===== config.mk =====
export PLATFORM = sky130hd
export DESIGN_NAME = ring_period_meter
export DESIGN_NICKNAME = d
export VERILOG_FILES = /design/src/rtl/ring_meter_pkg.sv /design/src/rtl/sync_rise_detect.sv /design/src/rtl/ring_period_meter.sv
export SDC_FILE = /design/constraint.sdc
export NUM_CORES = 1
export LEC_CHECK = 0
export ABC_AREA = 1
export CAP_MARGIN = 40
export CORE_MARGIN = 2
export CORE_UTILIZATION = 39
export CTS_CLUSTER_DIAMETER = 40
export DETAILED_ROUTE_END_ITERATION = 8
export PLACE_DENSITY = 0.63
export SLEW_MARGIN = 20
export SYNTH_ARGS = -nofsm -noshare
export SYNTH_HDL_FRONTEND = slang
export SYNTH_SLANG_ARGS = --single-unit

===== constraint.sdc =====
create_clock -name wb_clk_i -period 2.1 [get_ports wb_clk_i]
set_clock_uncertainty 0.1 [all_clocks]
set_input_delay 0.525 -clock wb_clk_i [delete_from_list [all_inputs] [get_ports wb_clk_i]]
set_output_delay 0.525 -clock wb_clk_i [all_outputs]
set_load 0.02 [all_outputs]

===== src/rtl/ring_meter_pkg.sv =====
// Shared types and constants for the ring-oscillator period meter.
// Imported by the meter top level and its edge detector.
package ring_meter_pkg;

  typedef enum logic [1:0] {
    IDLE  = 2'd0,
    FLUSH = 2'd1,
    COUNT = 2'd2,
    DONE  = 2'd3
  } meter_state_t;

  localparam int SYNC_STAGES  = 2;
  localparam int FLUSH_CYCLES = 2;

endpackage


===== src/rtl/sync_rise_detect.sv =====
// Synchronizes an asynchronous input and flags its rising edges.
// Reusable front end for the wrapped measurement projects.
module sync_rise_detect
  import ring_meter_pkg::*;
(
  input  logic i_clk,
  input  logic i_rst_n,
  input  logic i_d,
  output logic o_rise
);

  logic [SYNC_STAGES-1:0] r_sync;
  logic                   r_edge;

  always_ff @(posedge i_clk or negedge i_rst_n) begin
    if (!i_rst_n) begin
      r_sync <= '0;
      r_edge <= 1'b0;
    end else begin
      r_sync <= {r_sync[SYNC_STAGES-2:0], i_d};
      r_edge <= r_sync[SYNC_STAGES-1];
    end
  end

  assign o_rise = r_sync[SYNC_STAGES-1] & ~r_edge;

endmodule


===== src/rtl/ring_period_meter.sv =====
// Counts ring-oscillator rising edges over a gated window of clocks.
// Result and saturation flag are held until the next accepted start.
module ring_period_meter
  import ring_meter_pkg::*;
#(
  parameter int GATE_W = 16,
  parameter int CNT_W  = 32
) (
  input  logic              wb_clk_i,
  input  logic              wb_rst_n,
  input  logic              chain_in,
  input  logic              start,
  input  logic [GATE_W-1:0] gate_cycles,
  output logic              busy,
  output logic              done,
  output logic [CNT_W-1:0]  count,
  output logic              overflow
);

  localparam int FW = (FLUSH_CYCLES > 1) ? $clog2(FLUSH_CYCLES) : 1;
  localparam logic [FW-1:0] FLUSH_LAST = FW'(FLUSH_CYCLES - 1);

  meter_state_t      r_state;
  meter_state_t      w_next;
  logic [GATE_W-1:0] r_gate_q;
  logic [GATE_W-1:0] r_win;
  logic [FW-1:0]     r_flush;
  logic [CNT_W-1:0]  r_count;
  logic              r_ovf;
  logic              w_rise;
  logic              w_accept;

  sync_rise_detect u_sync (
    .i_clk   (wb_clk_i),
    .i_rst_n (wb_rst_n),
    .i_d     (chain_in),
    .o_rise  (w_rise)
  );

  assign w_accept = (r_state == IDLE) && start;

  always_ff @(posedge wb_clk_i or negedge wb_rst_n) begin
    if (!wb_rst_n) begin
      r_state <= IDLE;
    end else begin
      r_state <= w_next;
    end
  end

  always_comb begin
    w_next = r_state;
    busy   = 1'b0;
    done   = 1'b0;
    unique case (r_state)
      IDLE: begin
        if (start) w_next = FLUSH;
      end
      FLUSH: begin
        busy = 1'b1;
        if (r_flush == FLUSH_LAST)
          w_next = (r_gate_q != '0) ? COUNT : DONE;
      end
      COUNT: begin
        busy = 1'b1;
        if (r_win == GATE_W'(1)) w_next = DONE;
      end
      DONE: begin
        done   = 1'b1;
        w_next = IDLE;
      end
      default: w_next = IDLE;
    endcase
  end

  always_ff @(posedge wb_clk_i or negedge wb_rst_n) begin
    if (!wb_rst_n) begin
      r_gate_q <= '0;
      r_win    <= '0;
      r_flush  <= '0;
      r_count  <= '0;
      r_ovf    <= 1'b0;
    end else begin
      if (w_accept) begin
        r_gate_q <= gate_cycles;
        r_win    <= gate_cycles;
        r_flush  <= '0;
        r_count  <= '0;
        r_ovf    <= 1'b0;
      end
      if (r_state == FLUSH) r_flush <= r_flush + FW'(1);
      if (r_state == COUNT) begin
        r_win <= r_win - GATE_W'(1);
        // saturate rather than wrap so a too-long window is detectable
        if (w_rise) begin
          if (r_count == '1) r_ovf <= 1'b1;
          else r_count <= r_count + CNT_W'(1);
        end
      end
    end
  end

  assign count    = r_count;
  assign overflow = r_ovf;

endmodule


### Word-level counts from Yosys, hierarchy flattened

Index checks and enable logic that the tools add are counted.

| operators by class | value |
|---|---|
| add/subtract/negate cells | 3 |
| bitwise logic cells | 2 |
| reductions and logical operators | 7 |
| muxes and demuxes | 19 |
| eq/ne operators | 8 |

Operators with widths:

| kind | number |
|---|---|
| $mux W32 | 4 |
| $add A32 B1 Y32 const B | 1 |
| $eq A32 B32 Y1 const B | 1 |
| $mux W16 | 2 |
| $eq A16 B1 Y1 const B | 1 |
| $reduce_bool A16 Y1 | 1 |
| $sub A16 B1 Y16 const B | 1 |
| $mux W1 | 9 |
| $pmux W2 S4 | 1 |
| $mux W2 | 3 |
| $ne A2 B2 Y1 const B | 3 |
| $eq A2 B2 Y1 const B | 2 |
| $reduce_bool A2 Y1 | 2 |
| $reduce_and A3 Y1 | 1 |
| $eq A2 B1 Y1 const B | 1 |
| $logic_not A2 Y1 | 1 |
| $reduce_or A2 Y1 | 1 |
| $add A1 B1 Y1 const B | 1 |
| $and A1 B1 Y1 | 1 |
| $logic_and A1 B1 Y1 | 1 |
| $not A1 Y1 | 1 |

| storage, ports and cells | value |
|---|---|
| register bits after elaboration | 71 |
| output and inout bits | 35 |
| input bits | 20 |
| word-level logic and storage cells | 47 |

### Depth between registers and ports, before layout

| logic depth | value |
|---|---|
| depth in word-level cells | 6 |
| mapped depth | 12 |
| gate-level depth less buffers | 11 |

### Modules after synthesis

Synthesis repeated with hierarchy kept, for this count alone.

| unflattened totals | value |
|---|---|
| cell total of the unflattened synthesis | 591 |
| area, all modules | 4236.6 um2 |

Modules (own cells, without submodules):

| module | seq. area each (um2) | area each (um2) | cells an instance | times used |
|---|---|---|---|---|
| ring_period_meter | 1701.6 | 4151.5 | 586 | 1 |
| sync_rise_detect | 75.1 | 85.1 | 5 | 1 |

### Worst setup path after synthesis

Ideal clock, no wire load.

| timing path | value |
|---|---|
| path type | flip-flop to flip-flop |
| from | reg r_count[1], in the netlist count[1] |
| to | reg r_count[27], in the netlist count[27] |
| clock period less this slack | 1.896 ns |
| cell stages (with the launch flop) | 12 |
| arrival | 1.674 ns |
| library setup time | 0.122 ns |
| slack | 0.204 ns |
| required time | 1.878 ns |
| buffers on the path | 1 |
| cells stage by stage | dfrtp_1 -> ha_1 -> nand3_1 -> inv_2 -> nand2_4 -> nor2_4 -> nand4_4 -> nand2_4 -> inv_4 -> buf_6 -> nand2_1 -> o21ai_1 |

| between the ends | value |
|---|---|
| cells in the longest elaborated chain, start to end | 4 |
| elaborated cells on any way between the ends | 5 |
| those cells by class | add/sub: 1; eq/ne: 1; mux: 3 |

RTL lines:

| what | RTL line | text |
|---|---|---|
| start, declared | ring_period_meter.sv:28 | `logic [CNT_W-1:0] r_count;` |
| start signal, assigned | ring_period_meter.sv:96 | `else r_count <= r_count + CNT_W'(1);` |
| $add A32 B1 Y32 / $eq A32 B32 Y1 (equally long branches) | ring_period_meter.sv:96, ring_period_meter.sv:95 |  |
| $mux W32 * | ring_period_meter.sv:95 | `if (r_count == '1) r_ovf <= 1'b1;` |
| $mux W32 * | ring_period_meter.sv:94 | `if (w_rise) begin` |
| $mux W32 * | ring_period_meter.sv:91 | `if (r_state == COUNT) begin` |

Every way passes the cells marked *; elsewhere a longest branch is shown, timed or not.
A chain may end at the register's enable or synchronous reset.

### Worst setup path in the final report

| timing path | value |
|---|---|
| from | reg r_count[2], in the netlist count[2] |
| to | out count[2] |

RTL lines:

| what | RTL line | text |
|---|---|---|
| end, declared | ring_period_meter.sv:16 | `output logic [CNT_W-1:0] count,` |

No word-level cell between the ends.

==> flow_summary.yaml <==
run_status:
  outcome: "completed"
critical_path:
  logic_depth_of_the_worst_path_buffers_included: 1
  worst_path_dominant_cell_family: "buffers and inverters"
  timing.critical_path.buf_inv: 1
  crit_arrival_ps: 1420
  r2r_end: "count[29]"
  critical_path.cell_chain: "clkdlybuf4s50_1"
  timing.reg2reg.setup_slack_ps: 200
  cp.required_ps: 1470
  timing.reg2reg.worst_path_depth: 11
  worstSetupPathType: "reg -> out"
  largest_stage_delay_worst_path_ps: 630
  worstPathMaxFanout: 5
  rr_startpoint: "r_state[0]"
  crit_path_start_kind: "flop"
  crit_slowest_cell: "sky130_fd_sc_hd__clkdlybuf4s50_1"
  critPathCaptureType: "primary output"
synth:
  synth_area_leader_cell: "sky130_fd_sc_hd__dfrtp_1"
  synthFlopType: "sky130_fd_sc_hd__dfrtp_1"
  seq_area_frac_synth_pct: 42.1
  synthDominantCellAreaShare_pct: 42.1
  synth.ff_latch_count: 71
  ys_async_sr_fraction_pct: 100
  synth_enable_flop_cells: 0
  synth_cell_types: 31
  avgSynthCellArea_um2: 7.17
  synth_warn: 0
  synthCells: 588
  cell_area_synth_mm2: 0.00422
  syn_nets: 616
  main_area_contributors_after_synthesis: "sky130_fd_sc_hd__dfrtp_1 (42%), sky130_fd_sc_hd__nand2_1 (15%), sky130_fd_sc_hd__nor2_1 (6.9%)"
routing:
  routed-via-count: 3969
  detail_route.iter0.violations: 227
  mean_routed_wirelength_per_cell_um: 13.7
  detailed_route_vias_per_instance: 5.01
  post-route-drc-count: 0
  drtAntennaViolNets: 0
  first_pass_iters: 5
  drt-total-wl_mm: 10.8
die:
  core_region_area_mm2: 0.0104
  dieWidth_um: 108
  initial_utilization_pct: 40.5
  placementRows: 37
  fp.dieH_um: 108
  ios: 55
  die_footprint_mm2: 0.0117
sta:
  grt_setup_unrepaired: "no"
  hold_viol_final: 0
  final.hold.worst_slack_ps: 88.5
  slew_at_the_pin_with_the_worst_max_slew_slack_ps: 415
  max-slew-margin-rel_pct: 72.4
  timing.final.crit_share_pct: 97.4
  fin_setup_tns_ps: 0
  setup_viol: 0
  maxClockFrequency_ghz: 0.489
  postLayoutSetupSlackWorst_ps: 54.3
  finalMaxSlewViolations: 0
  post-route-min-period_ps: 2050
power:
  total_power_mw: 6.17
  power.share.switching_pct: 42.2
  internal_power_mw: 3.57
  combinational_group_share_of_total_power_pct: 41.5
  p_switching_mw: 2.60
  max-vdd-ir-drop_uv: 756
  leakagePower_nw: 2.74
  p_seq_share_pct: 37.7
  portion_of_total_power_attributed_to_the_clock_network_pct: 20.8
  power_density_mw_per_mm2: 1170
clock_tree:
  tritoncts: "done"
  clk_transition_reported_paths_ps: 80
  numCtsBuffers: 9
  cts-root-to-sink-buffers: 2
  cts.sinks: 71
  root_buffer: "sky130_fd_sc_hd__clkbuf_8"
  cts-htree-levels: 3
  clk_latency_ps: 360
grt:
  vias_in_the_first_global_route: 3814
  grt_pass1_wl_mm: 18.5
  largest_net_degree_at_the_start_of_global_routing: 72
  grt_remaining_overflow: 0
  grt_util_all_layers_pct: 20.2
  number_of_antenna_violations_at_the_first_check_in_global_routing: 0
cells_and_area:
  finish.instance_area_mm2: 0.00525
  drive_above_1_share_pct: 8.54
  most_common_library_cell_in_the_layout_ignoring_fill_and_taps: "sky130_fd_sc_hd__nand2_1"
  num_antenna_cells: 0
  utilization_pct: 50.4
  most_frequent_cells_in_the_layout: "sky130_fd_sc_hd__nand2_1 (165), sky130_fd_sc_hd__nor2_1 (75), sky130_fd_sc_hd__inv_1 (71), sky130_fd_sc_hd__dfrtp_1 (71), sky130_fd_sc_hd__nand3_1 (50)"
  nNetsFinal: 679
  synthToLayoutAreaGrowth_pct: 24.5
  layoutNonFillerInstCount: 792
placement:
  detailedPlace.worstSlack_ps: -116
  gp_congestion: 0.876
  place.detailed.hpwl_mm: 7.85
  io_buffers: 54
  placement.cell_area_mm2: 0.00496
  placed_cells_incl_taps: 775
run:
  maxCapViolations: 0
min_path:
  hold_path_class: "in -> async"
-- registers in the layout, indices dropped and copies added, names as in the netlist --
name,cells
r_win,16
r_gate_q,16
u_sync.r_sync,2
overflow,1
u_sync.r_edge,1
count,32
r_flush,1
r_state,2
-- how the worst max path moves through the flow --
| stage | endpoint | start | slack, ps |
|---|---|---|---|
| 2_1_floorplan | count[27] | count[1] | 200 |
| 6_report | count[2] | count[2] | 50 |
| 4_1_cts | count[12] | count[12] | 0.9 |
| 5_1_grt | count[6] | count[6] | 1 |
| 3_3_place_gp | r_win[4] | start | -60 |
| 3_5_place_dp | r_win[8] | start | -120 |
-- synth_stat cells (3+ instances only) --
cell and count:
sky130_fd_sc_hd__a21oi_1 7, sky130_fd_sc_hd__buf_2 3, sky130_fd_sc_hd__buf_6 3, sky130_fd_sc_hd__clkbuf_1 7, sky130_fd_sc_hd__dfrtp_1 71, sky130_fd_sc_hd__ha_1 8
sky130_fd_sc_hd__inv_1 72, sky130_fd_sc_hd__inv_2 3, sky130_fd_sc_hd__nand2_1 166, sky130_fd_sc_hd__nand2_2 3, sky130_fd_sc_hd__nand3_1 50, sky130_fd_sc_hd__nand4_1 10
sky130_fd_sc_hd__nor2_1 77, sky130_fd_sc_hd__nor2_2 4, sky130_fd_sc_hd__nor3_1 11, sky130_fd_sc_hd__o211ai_1 8, sky130_fd_sc_hd__o21ai_0 30, sky130_fd_sc_hd__o21ai_1 17
sky130_fd_sc_hd__o221ai_1 5, sky130_fd_sc_hd__or2_2 3, sky130_fd_sc_hd__xnor2_1 7, sky130_fd_sc_hd__xor2_1 11
-- power by group through the flow --
stage                     sequential [mW]  clock, mW  combinational (mW)
after floorplan                      2.42          0                1.53
after global routing                 2.40       1.39                2.89
final                                2.33       1.29                2.56
after detailed placement             2.35          0                2.61
after global placement               2.34          0                2.55
after CTS                            2.32       1.32                2.57
-- timing repair --
item | 4_1_cts | 5_1_grt
buffers inserted | 0 | 1
resized for setup | 10 | 29
hold buffers | 0 | 0
setup endpoints to repair | 8 | 52
-- final cells by class --
type	count	area, µm²
clock inverter	6	91.3
inverter	76	293
fill	1051	5160
tap	136	170
sequential	71	1780
clock buffer	10	138
timing repair buffer	67	697
multi-input combinational	426	2090
-- layer usage --
| layer | part of all wire, % | GRT usage [%] | vias to the layer above |
|---|---|---|---|
| met2 | 44 | 30.4 | 90 |
| met1 | 49 | 29.0 | 1863 |
| met5 | 0 | 0 | - |
| met3 | 4.7 | 4.10 | 14 |
| met4 | 1.6 | 6.96 | 0 |
| li1 | - | - | 2002 |
-- cells by family after synthesis --
| kind of cell | count (synthesis) | synth area share [%] |
|---|---|---|
| simple gates | 331 | 33.7 |
| buf+inv | 91 | 8.78 |
| flops | 71 | 42.1 |
| compound gates | 69 | 9.28 |
| xor+xnor | 18 | 3.74 |
| fa+ha+maj | 8 | 2.37 |
Power figures use the tool's default switching activity.
